===== src/rtl/picoview_pkg.sv =====
// Shared constants and FSM state type for the picoview SPI register bank.
package picoview_pkg;

    localparam logic [6:0] REG_CONTROL = 7'h00;
    localparam logic [6:0] REG_ID      = 7'h7F;

    localparam int CMD_WRITE_BIT = 7;
    localparam int CMD_ADDR_MSB  = 6;

    localparam int CONTROL_BIT_RUN    = 0;
    localparam int CONTROL_BIT_STATUS = 1;

    typedef enum logic {
        ST_IDLE,
        ST_ACTIVE
    } state_e;

endpackage


===== src/rtl/picoview_read_mux.sv =====
// Combinational register read: status inputs, RW bank, device ID, else zero.
module picoview_read_mux
    import picoview_pkg::*;
#(
    parameter int                    DATA_WIDTH = 32,
    parameter int                    NUM_RO     = 2,
    parameter int                    NUM_REGS   = 7,
    parameter logic [DATA_WIDTH-1:0] DEVICE_ID  = 32'hC001CAFE
) (
    input  logic [6:0]                             addr,
    input  logic [NUM_RO*DATA_WIDTH-1:0]           ro_data,
    input  logic [(NUM_REGS-NUM_RO)*DATA_WIDTH-1:0] rw_data,
    output logic [DATA_WIDTH-1:0]                  data
);

    localparam int NUM_RW = NUM_REGS - NUM_RO;

    always_comb begin
        data = '0;
        if (addr == REG_ID) begin
            data = DEVICE_ID;
        end
        for (int k = 0; k < NUM_RO; k++) begin
            if (addr == 7'(k)) begin
                data = ro_data[k*DATA_WIDTH +: DATA_WIDTH];
            end
        end
        for (int j = 0; j < NUM_RW; j++) begin
            if (addr == 7'(NUM_RO + j)) begin
                data = rw_data[j*DATA_WIDTH +: DATA_WIDTH];
            end
        end
    end

endmodule


===== src/rtl/picoview_regfile.sv =====
// SPI-facing register bank with write strobes and control pulses.
// Define PICOVIEW_REGFILE_BURST_EN to auto-increment the pointer per word.
module picoview_regfile
    import picoview_pkg::*;
#(
    parameter int                    DATA_WIDTH = 32,
    parameter int                    NUM_RO     = 2,
    parameter int                    NUM_REGS   = 7,
    parameter logic [DATA_WIDTH-1:0] DEVICE_ID  = 32'hC001CAFE
) (
    input  logic                                    clk,
    input  logic                                    rst_n,
    input  logic [7:0]                              cmd,
    input  logic                                    cmd_valid,
    input  logic [DATA_WIDTH-1:0]                   rx_data,
    input  logic                                    rx_valid,
    output logic [DATA_WIDTH-1:0]                   tx_data,
    input  logic [NUM_RO*DATA_WIDTH-1:0]            ro_data,
    output logic [(NUM_REGS-NUM_RO)*DATA_WIDTH-1:0] rw_data,
    output logic [NUM_REGS-1:0]                     wr_strobe,
    output logic [DATA_WIDTH-1:0]                   ctrl_pulse
);

    localparam int         NUM_RW   = NUM_REGS - NUM_RO;
    localparam logic [6:0] LAST_REG = 7'(NUM_REGS - 1);

    state_e state_q, state_d;

    logic                                 is_write_q;
    logic [6:0]                           ptr_q;
    logic [6:0]                           ptr_adv;
    logic [6:0]                           cmd_addr;
    logic [6:0]                           rd_addr;
    logic                                 rx_act;
    logic                                 do_wr;
    logic                                 mapped;
    logic                                 store;
    logic [DATA_WIDTH-1:0]                rd_data;
    logic [DATA_WIDTH-1:0]                tx_next;
    logic [NUM_RW-1:0][DATA_WIDTH-1:0]    rw_q;

    assign cmd_addr = cmd[CMD_ADDR_MSB:0];
    assign rx_act   = rx_valid && (state_q == ST_ACTIVE);
    assign do_wr    = rx_act && is_write_q;
    assign mapped   = ptr_q < 7'(NUM_REGS);
    assign store    = do_wr && mapped && (ptr_q >= 7'(NUM_RO));

`ifdef PICOVIEW_REGFILE_BURST_EN
    assign ptr_adv = !mapped ? ptr_q :
                     (ptr_q == LAST_REG) ? 7'd0 : ptr_q + 7'd1;
`else
    assign ptr_adv = ptr_q;
`endif

    // A word stored this cycle must be seen by the reload, not the stale copy.
    assign rd_addr = cmd_valid ? cmd_addr : ptr_adv;
    assign tx_next = (store && rd_addr == ptr_q) ? rx_data : rd_data;
    assign rw_data = rw_q;

    picoview_read_mux #(
        .DATA_WIDTH (DATA_WIDTH),
        .NUM_RO     (NUM_RO),
        .NUM_REGS   (NUM_REGS),
        .DEVICE_ID  (DEVICE_ID)
    ) u_read_mux (
        .addr    (rd_addr),
        .ro_data (ro_data),
        .rw_data (rw_q),
        .data    (rd_data)
    );

    always_ff @(posedge clk or negedge rst_n) begin
        if (!rst_n) begin
            state_q <= ST_IDLE;
        end else begin
            state_q <= state_d;
        end
    end

    always_comb begin
        state_d = state_q;
        if (cmd_valid) begin
            state_d = ST_ACTIVE;
        end
    end

    always_ff @(posedge clk or negedge rst_n) begin
        if (!rst_n) begin
            is_write_q <= 1'b0;
            ptr_q      <= '0;
            tx_data    <= '0;
            rw_q       <= '0;
            wr_strobe  <= '0;
            ctrl_pulse <= '0;
        end else begin
            for (int i = 0; i < NUM_REGS; i++) begin
                wr_strobe[i] <= do_wr && (ptr_q == 7'(i));
            end
            ctrl_pulse <= (do_wr && ptr_q == REG_CONTROL) ? rx_data : '0;
            for (int j = 0; j < NUM_RW; j++) begin
                if (store && ptr_q == 7'(NUM_RO + j)) begin
                    rw_q[j] <= rx_data;
                end
            end
            if (cmd_valid) begin
                is_write_q <= cmd[CMD_WRITE_BIT];
                ptr_q      <= cmd_addr;
                tx_data    <= tx_next;
            end else if (rx_act) begin
                ptr_q      <= ptr_adv;
                tx_data    <= tx_next;
            end
        end
    end

endmodule


===== config.mk =====
export PLATFORM = sky130hd
export DESIGN_NAME = picoview_regfile
export DESIGN_NICKNAME = d
export VERILOG_FILES = /design/src/rtl/picoview_pkg.sv /design/src/rtl/picoview_read_mux.sv /design/src/rtl/picoview_regfile.sv
export SDC_FILE = /design/constraint.sdc
export NUM_CORES = 1
export LEC_CHECK = 0
export ABC_AREA = 1
export BUFFER_PORTS_ARGS = -buffer_cell sky130_fd_sc_hd__buf_2
export CORE_ASPECT_RATIO = 1.75
export CORE_MARGIN = 2
export CORE_UTILIZATION = 40
export DETAILED_ROUTE_END_ITERATION = 7
export PLACE_DENSITY_LB_ADDON = 0.25
export RECOVER_POWER = 50
export SLEW_MARGIN = 20
export SYNTH_ARGS = -nofsm -noshare
export SYNTH_HDL_FRONTEND = slang
export SYNTH_SLANG_ARGS = --single-unit

===== constraint.sdc =====
create_clock -name clk -period 5.9 [get_ports clk]
set_clock_uncertainty 0.15 [all_clocks]
set_input_delay 0.295 -clock clk [delete_from_list [all_inputs] [get_ports clk]]
set_output_delay 0.295 -clock clk [all_outputs]
set_load 0.005 [all_outputs]

Word level (Yosys, flattened, before mapping):

Cells that the tools add are included.

* word-level logic and storage cells: 60
* output and inout bits: 231
* bits of input ports: 108
* register bits after elaboration: 240

* reduce and logical (&&, ||, !) cells: 20
* muxes and demuxes: 13
* equality and inequality tests: 14
* order comparisons: 2

Operators with widths (count)
* $mux 32: 12
* $eq 7x3->1 const B: 6
* $eq 7x2->1 const B: 4
* $logic_and 1x1->1: 17
* $eq 7x1->1 const B: 2
* $logic_not 7->1: 2
* $eq 7x7->1: 1
* $eq 7x7->1 const B: 1
* $ge 7x2->1 const B: 1
* $lt 7x3->1 const B: 1
* $mux 7: 1
* $reduce_bool 2->1: 1

Longest topological paths before layout:

Gate-level depths: netlist of the first run.

* depth after elaboration: 13
* gate-level depth with buffers: 16
* depth with buffers taken out: 14

Hierarchy:

From an unflattened synthesis of the first run, not the netlist that was laid out.

* cells, all modules: 1367
* area total of the unflattened synthesis: 10973.0 µm²

By module, submodules not included
* picoview_regfile: seq. area each 6005.8 µm², cells each 982, area each 9147.5 µm², times used 1
* picoview_read_mux: seq. area each 0.0 µm², cells each 385, area each 1825.5 µm², times used 1

Least setup slack after synthesis of the first run:

Ideal clock, no wire load.

* path type: register to register
* from: register ptr_q[5] (netlist: ptr_adv[5])
* to: register rw_q (netlist bit rw_data[6])
* stages on the path, launching flop included: 13
* slack: 4042 ps
* library setup time: 131 ps
* buffers on the path: 2
* clock period less this slack: 1858 ps
* data arrival time: 1577 ps
* data required time: 5619 ps
* cells stage by stage: dfrtp_1 -> inv_2 -> nand2_1 -> nor2_2 -> nand3_1 -> nor3_2 -> inv_2 -> nor2_8 -> inv_2 -> buf_2 -> clkbuf_1 -> nand2_1 -> o21ai_0

* word-level cells in the longest chain between the ends: 4
* elaborated cells between the ends (all ways): 6
* classes of those cells: order compare: 2; eq/ne: 1; reduce/logical: 3

RTL lines
* start: declaration: RTL line picoview_regfile.sv:30 `logic [6:0] ptr_q;`
* start signal: assignment: RTL line picoview_regfile.sv:107 `ptr_q <= cmd_addr;`
* start signal: assignment: RTL line picoview_regfile.sv:110 `ptr_q <= ptr_adv;`
* $lt 7x3->1: RTL line picoview_regfile.sv:45 `assign mapped = ptr_q < 7'(NUM_REGS);`
* $logic_and 1x1->1 (2 in series): RTL line picoview_regfile.sv:46 `assign store = do_wr && mapped && (ptr_q >= 7'(NUM_RO));`
* $logic_and 1x1->1 (*): RTL line picoview_regfile.sv:101 `if (store && ptr_q == 7'(NUM_RO + j)) begin`
* end signal: indexed assignment: RTL line picoview_regfile.sv:102 `rw_q[j] <= rx_data;`
* end: declaration: RTL line picoview_regfile.sv:40 `logic [NUM_RW-1:0][DATA_WIDTH-1:0] rw_q;`

Mark *: on every way between the ends. The rest lies on a longest branch, timed or not.
A chain may end at the register's enable or synchronous reset.

==> flow_metrics.tcl, run 1 <==
set metrics [dict create \
    cp.depth 2 \
    crit_path_max_incr_delay_ps 2080 \
    num_antenna_cells 0 \
    synthFlopType "sky130_fd_sc_hd__dfrtp_1" \
    min_from "ro_data[55]" \
    fp-row-count 80 \
    finalWirelength_um 38500 \
    route.detailed.vias_per_inst 5.02 \
    maxCapViolations 1 \
    crit_type "input port to asynchronous set/reset pin" \
    p_sw_share_pct 24.3 \
    arrival_ps 3070 \
    timing.critical_path.required_ps 5700 \
    run_status "finished with violations" \
    hold_end "tx_data[23]$_DFFE_PN0P_" \
    grt_overflow 0 \
    yosys_warnings 0 \
    fill_cells 2723 \
    cts_repair_resize_count 0 \
    die_span_in_y_um 224 \
    report.final.setup_viol 0 \
    slew_headroom_pct -105 \
    synthesis.instances 1392 \
    dp_hpwl_um 25600 \
    worst_hold_path_type "input port to register" \
    pin_count 339 \
    power_frac_seq_pct 48.5 \
    die_x_um 130 \
    ys_top_cells_by_area "sky130_fd_sc_hd__dfrtp_1 (54%), sky130_fd_sc_hd__nand2_1 (15%), sky130_fd_sc_hd__o21ai_0 (6.8%), sky130_fd_sc_hd__nor2_1 (5.4%), sky130_fd_sc_hd__inv_1 (4.1%)" \
    post_synth.cell_area_avg_sq_um 7.94 \
    critical_path.cell_chain "dlygate4sd3_1 > clkbuf_2" \
    cts-root-to-sink-buffers 3 \
    power_density_nw_per_um2 250 \
    worstRegToRegCells 12 \
    drcViolationCount 0 \
    setup_total_negative_slack_ps 0 \
    grt_pass1_wl_um 57800 \
    vias 10600 \
    rr_startpoint "ptr_adv[2]$_DFF_PN0_" \
    register_area_sq_um 6010 \
    cts.reportedPaths.clkPinSlew_ps 70 \
    antenna_found_initial 0 \
    cts.repair_timing.setup_buffer_count 0 \
    worst-slew-pin-transition_ps 3070 \
    numPortBuffers 338 \
    hold-worst-slack_ps 26.1 \
    critical_path.top_delay_family "buffers and inverters" \
    crit_path_top_delay_cell "sky130_fd_sc_hd__clkbuf_2" \
    p_switching_uw 845 \
    dr.first_iter.drc_count 740 \
    critical_path_buf_inv_count 2 \
    core-area_sq_um 27200 \
    cts_tree "built" \
    synth_enable_flop_cells 0 \
    router_iterations_before_antenna_repair 5 \
    cts_hold_repair.buffers 37 \
    postSynth.asyncResetShare_pct 100 \
    p_int_uw 2630 \
    synth.largest_area_cell "sky130_fd_sc_hd__dfrtp_1" \
    number_of_buffers_inserted_during_clock_tree_synthesis 23 \
    critical_path.max_fanout 118 \
    post_route_cells_drive_above_1_share_pct 14.5 \
    critical_path.reg2reg.endpoint "tx_data[5]$_DFFE_PN0P_" \
    ir_worst_vdd_mv 0.221 \
    grt.total_usage_pct 26.1 \
    grt_pass1_vias 10000 \
    report.final.slew_viol_count 118 \
    post_synth_num_cell_types 26 \
    max_freq_ghz 0.306 \
    power.leakage_uw 0.00698 \
    worstSetupEndpointType "asynchronous set/reset pin" \
    multiInputGateArea_sq_um 4200 \
    area_delta_synth_final_pct 25.5 \
    netlist_area_sq_um 11100 \
    insertion_delay_ps 520 \
    grt_setup_unrepaired "false" \
    timing.final.crit_period_ps 3270 \
    finalHoldViolations 0 \
    hold_path_depth 7 \
    cts.sink_count 240 \
    htreeDepth 1 \
    drt.antenna.violating_nets 0 \
    share_comb_of_total_power_pct 7.0 \
    r2r_slack_ps 2650 \
    dieArea_sq_um 29000 \
    number_of_nets_in_the_finished_design 1840 \
    route.detailed.wl_per_inst_um 18.2 \
    synth_seq_cells 240 \
    pwr-share-clk_pct 44.5 \
    finalCritPeriodShare_pct 55.4 \
    setup.worst_path.start_class "input port" \
    routabilityCongestion 0.905 \
    initial_core_util_pct 40.6 \
    synth_largest_type_area_fraction_pct 54.3 \
    syn_nets 1500 \
    violations "max-capacitance violations, max-slew violations" \
    pin_count_of_the_biggest_net_entering_global_routing 124 \
    seq_area_frac_synth_pct 54.3 \
    clock-root-buffer "sky130_fd_sc_hd__clkbuf_16" \
]
routing by layer:
metal  up-vias  part of all wire (%)  wire length, um  GRT usage [%]
li1       5065                     -                -              -
met1      5035                    37            14200           29.9
met2       422                    52            20100           46.9
met3        93                   5.9             2280           3.99
met4         0                   4.7             1800           12.1
met5         -                     0                0              0
state kept, by name, summed over array words and instances, names as in the netlist:
signal / count
ctrl_pulse: 32
ptr_adv: 7
wr_strobe: 7
tx_data: 32
state_q: 1
rw_data: 160
is_write_q: 1
worst max-delay path by stage:
| stage | start | endpoint |
|---|---|---|
| CTS | ptr_adv[2]$_DFF_PN0_ | tx_data[5]$_DFFE_PN0P_ |
| global route | rst_n | ctrl_pulse[1]$_DFF_PN0_ |
| finish | rst_n | ctrl_pulse[1]$_DFF_PN0_ |
| floorplan | ptr_adv[5]$_DFF_PN0_ | rw_data[6]$_DFFE_PN0P_ |
| global placement | cmd_valid | tx_data[7]$_DFFE_PN0P_ |
| detailed placement | cmd_valid | tx_data[5]$_DFFE_PN0P_ |
cells by family (layout without fill, tap and decap cells):
family / after synthesis / in the layout / share of synthesized area, %
flops: 240 / 240 / 54.3
buf+inv: 202 / 557 / 7.51
compound gates: 231 / 231 / 10.7
simple gates: 719 / 719 / 27.4
per-stage QoR:
| step | utilization (%) | cells | cell area (sq um) | worst slack (ps) | total power [uW] |
|---|---|---|---|---|---|
| global placement | 47.6 | 2039 | 13000 | 2730 | 1940 |
| global route | 50.9 | 2116 | 13900 | 2090 | 3580 |
| detailed placement | 47.6 | 2039 | 13000 | 2570 | 1950 |
| finish | 50.9 | 2116 | 13900 | 2630 | 3470 |
| CTS | 51.8 | 2116 | 14100 | 2680 | 3510 |
| floorplan | - | 1392 | 11100 | 4040 | 1820 |
power by group through the flow:
stage,sequential [uW],clock (uW),combinational (uW)
6_report,1690,1550,242
5_1_grt,1690,1630,272
4_1_cts,1680,1570,250
3_5_place_dp,1720,0,230
3_3_place_gp,1710,0,227
2_1_floorplan,1710,0,104
layout by cell type, fill, tap and decap left out, types with 3 or more instances in the layout:
master	synthesis	layout
sky130_fd_sc_hd__buf_2	19	166
sky130_fd_sc_hd__clkinv_2	0	3
sky130_fd_sc_hd__nor3_1	4	4
sky130_fd_sc_hd__dlygate4sd3_1	0	37
sky130_fd_sc_hd__nor2_4	4	4
sky130_fd_sc_hd__o211ai_1	10	10
sky130_fd_sc_hd__buf_4	8	7
sky130_fd_sc_hd__clkbuf_8	0	6
sky130_fd_sc_hd__dfrtp_1	240	240
sky130_fd_sc_hd__o21ai_1	18	18
sky130_fd_sc_hd__nor2_1	158	159
sky130_fd_sc_hd__o21ai_0	150	151
sky130_fd_sc_hd__clkinvlp_4	0	3
sky130_fd_sc_hd__clkbuf_16	0	23
sky130_fd_sc_hd__clkbuf_1	39	174
sky130_fd_sc_hd__inv_2	12	11
sky130_fd_sc_hd__nand2_1	443	443
sky130_fd_sc_hd__inv_1	120	121
sky130_fd_sc_hd__nor2_8	5	5
sky130_fd_sc_hd__nand3_1	53	53
sky130_fd_sc_hd__a21oi_1	52	52
sky130_fd_sc_hd__nand2_2	13	14
sky130_fd_sc_hd__nand4_1	31	31
layout make-up:
cell class                 count  area share, %
multi-input combinational    950           30.3
sequential                   240           43.3
clock inverter                 8          0.731
tap                          369           3.33
inverter                     134           3.65
clock buffer                  32           4.83
timing repair buffer         383           13.8
tightest hold or removal path, cell delays in order:
cell                      delay [ps]
sky130_fd_sc_hd__buf_2            80
sky130_fd_sc_hd__nand2_1          40
sky130_fd_sc_hd__nand3_1          70
sky130_fd_sc_hd__nor2_1           40
sky130_fd_sc_hd__nand4_1          50
sky130_fd_sc_hd__nand2_1          50
sky130_fd_sc_hd__nand2_1          50
synth_stat cells, types with 5 or more instances:
library cell,n
sky130_fd_sc_hd__nand2_2,13
sky130_fd_sc_hd__o21ai_0,150
sky130_fd_sc_hd__nand4_1,31
sky130_fd_sc_hd__nand3_1,53
sky130_fd_sc_hd__inv_1,120
sky130_fd_sc_hd__dfrtp_1,240
sky130_fd_sc_hd__nor2_1,158
sky130_fd_sc_hd__buf_4,8
sky130_fd_sc_hd__a21oi_1,52
sky130_fd_sc_hd__nor2_8,5
sky130_fd_sc_hd__nand2_1,443
sky130_fd_sc_hd__o21ai_1,18
sky130_fd_sc_hd__buf_2,19
sky130_fd_sc_hd__clkbuf_1,39
sky130_fd_sc_hd__inv_2,12
sky130_fd_sc_hd__o211ai_1,10
No activity file was read; power rests on OpenSTA's default activity.
==> inputs of run 2 (changes only) <==
==> constraint.sdc (replaced) <==
create_clock -name clk -period 3.3 [get_ports clk]
set_clock_uncertainty 0.15 [all_clocks]
set_input_delay 0.165 -clock clk [delete_from_list [all_inputs] [get_ports clk]]
set_output_delay 0.165 -clock clk [all_outputs]
set_load 0.005 [all_outputs]
==> run 2 against run 1 <==
Compared with the run above:
- the flow still finishes with violations (max-capacitance violations, max-slew violations)
- final cell count is 2.1% higher
- global-route usage is 1.8 points higher
- sequential power is 79% higher
- largest cell class unchanged
- routed wire length is 5.6% higher
==> flow_metrics.tcl, run 2 (synthesis results as in run 1) <==
set metrics [dict create \
    crit_path_top_delay_cell "sky130_fd_sc_hd__dlygate4sd3_1" \
    cts.repair_timing.setup_buffer_count 0 \
    report.final.setup_viol 0 \
    setup.worst_path.start_class "input port" \
    grt_setup_unrepaired "false" \
    cts.reportedPaths.clkPinSlew_ps 60 \
    post_route_cells_drive_above_1_share_pct 18.5 \
    timing.final.crit_period_ps 2980 \
    area_delta_synth_final_pct 30.2 \
    dp_hpwl_um 28200 \
    cts_repair_resize_count 0 \
    finalHoldViolations 0 \
    met3_usage_pct 3.70 \
    arrival_ps 3290 \
    grt_pass1_wl_um 61700 \
    pin_count_of_the_biggest_net_entering_global_routing 94 \
    drt.antenna.violating_nets 0 \
    drcViolationCount 0 \
    run_status "finished with violations" \
    maxCapViolations 1 \
    htreeDepth 1 \
    slew_headroom_pct -64.6 \
    power_density_nw_per_um2 421 \
    routabilityCongestion 0.887 \
    layoutNonFillerInstCount 2161 \
    largest_reg_flops 160 \
    critical_path.max_fanout 26 \
    multiInputGateArea_sq_um 4210 \
    power.leakage_uw 0.00748 \
    insertion_delay_ps 520 \
    router_iterations_before_antenna_repair 5 \
    clock-root-buffer "sky130_fd_sc_hd__clkbuf_16" \
    max_freq_ghz 0.335 \
    minimum_setup_slack_in_the_final_design_ps 317 \
    timing.critical_path.required_ps 3600 \
    cts_tree "built" \
    cts-root-to-sink-buffers 3 \
    crit_type "input port to register" \
    violations "max-capacitance violations, max-slew violations" \
    number_of_nets_in_the_finished_design 1888 \
    mostFrequentLayoutCell "sky130_fd_sc_hd__nand2_1" \
    number_of_buffers_inserted_during_clock_tree_synthesis 23 \
    ir_worst_vdd_mv 0.332 \
    cts.sink_count 240 \
    die_x_um 130 \
    route.detailed.wl_per_inst_um 18.8 \
    layout.cells.most_common_list "sky130_fd_sc_hd__nand2_1 (442), sky130_fd_sc_hd__dfrtp_1 (240), sky130_fd_sc_hd__buf_2 (238), sky130_fd_sc_hd__nor2_1 (159), sky130_fd_sc_hd__o21ai_0 (151)" \
    route.detailed.vias_per_inst 5.07 \
    critical_path.cell_chain "dlygate4sd3_1 > buf_2 > inv_1 > nand2_1 > dlygate4sd3_1 > nand2_2 > nand2_2 > nor2_8 > nand2_2 > inv_2 > nand2_1 > nand3_1 > nor2_1 > nand4_1 > nand2_1 > nand2_1" \
    core-area_sq_um 27200 \
    fill_cells 2708 \
    dpl_worst_slack_ps 647 \
    dieArea_sq_um 29000 \
    gr-max-usage-layer "met2" \
    dr.first_iter.drc_count 673 \
    report.final.slew_viol_count 92 \
    cts_hold_repair.buffers 77 \
    gr-usage-met1_pct 31.8 \
    grt_pass1_vias 10900 \
    register_area_sq_um 6010 \
    crit_path_max_incr_delay_ps 580 \
    num_antenna_cells 0 \
    grt_overflow 0 \
    die_span_in_y_um 224 \
    finalCritPeriodShare_pct 90.4 \
    pin_count 339 \
    numPortBuffers 338 \
    antenna_found_initial 0 \
    timing.critical_path.mode_cell "sky130_fd_sc_hd__nand2_1" \
    gr-usage-met2_pct 48.8 \
    worst-slew-pin-transition_ps 2470 \
    grt.total_usage_pct 27.9 \
    place_inst 2047 \
    initial_core_util_pct 40.6 \
    worst_hold_path_type "input port to register" \
    fp-row-count 80 \
    worstSetupEndpointType "register" \
    finalWirelength_um 40600 \
    vias 11000 \
    fin_total_pwr_uw 6060 \
    setup_total_negative_slack_ps 0 \
]
## run 2: cell count changes in the layout (fill, tap and decap cells not counted)
cell	before	now
sky130_fd_sc_hd__buf_2	166	238
sky130_fd_sc_hd__bufinv_16	2	0
sky130_fd_sc_hd__nand2_2	14	15
sky130_fd_sc_hd__nand2_1	443	442
sky130_fd_sc_hd__clkinv_2	3	4
sky130_fd_sc_hd__buf_1	0	2
sky130_fd_sc_hd__dlygate4sd3_1	37	77
sky130_fd_sc_hd__buf_12	1	4
sky130_fd_sc_hd__clkinv_4	1	0
sky130_fd_sc_hd__clkinvlp_4	3	1
sky130_fd_sc_hd__buf_4	7	12
sky130_fd_sc_hd__clkbuf_1	174	101
## run 2: critical path: cells and delay by family
family	cells	cell delay [ps]
buffers and inverters	5	1780
AND/OR/NAND/NOR	11	1300
## run 2: power by group
group	internal (uW)	leakage [uW]	switching (uW)
clock	1410	0.000343	1140
combinational	183	0.00384	314
sequential	2980	0.00330	34.3
## run 2: stage by stage
| stage | util [%] | area (sq um) | hold WS (ps) |
|---|---|---|---|
| final | 52.8 | 14400 | 23.2 |
| after global routing | 52.8 | 14400 | 41.2 |
| after CTS | 53.4 | 14500 | 3.46 |
| after detailed placement | 48.0 | 13100 | 106 |
| after global placement | 48.0 | 13100 | 100 |
| after floorplan | - | 11100 | -281 |
## run 2: final cells by class
class	count	share of cell area (%)
multi-input cells	950	29.2
repair buffers	431	17.4
clock buffers	33	4.68
clock inverters	4	0.157
inverters	134	3.52
well taps	369	3.21
flip-flops and latches	240	41.8
## run 2: path summary, 6_finish.rpt
check                                     startpoint  slack [ps]  cells past startpoint                      end
worst max-delay path                          cmd[4]         320                     16  tx_data[21]$_DFFE_PN0P_
worst min-delay path                     ro_data[59]          20                      7  tx_data[27]$_DFFE_PN0P_
worst max register to register  ptr_adv[5]$_DFF_PN0_         400                      9   rw_data[5]$_DFFE_PN0P_
worst min register to register   state_q$_DFFE_PN0P_         320                      1      state_q$_DFFE_PN0P_
max in group asynchronous                      rst_n         750                      3   rw_data[5]$_DFFE_PN0P_
min in group asynchronous                      rst_n         780                      2  rw_data[82]$_DFFE_PN0P_
## run 2: routing by layer
layer	wire (um)	up-vias	share of wire, %
li1	-	5173	-
met1	14700	5214	36
met2	20900	441	51
met3	2150	132	5.3
met4	2820	0	6.9
met5	0	-	0
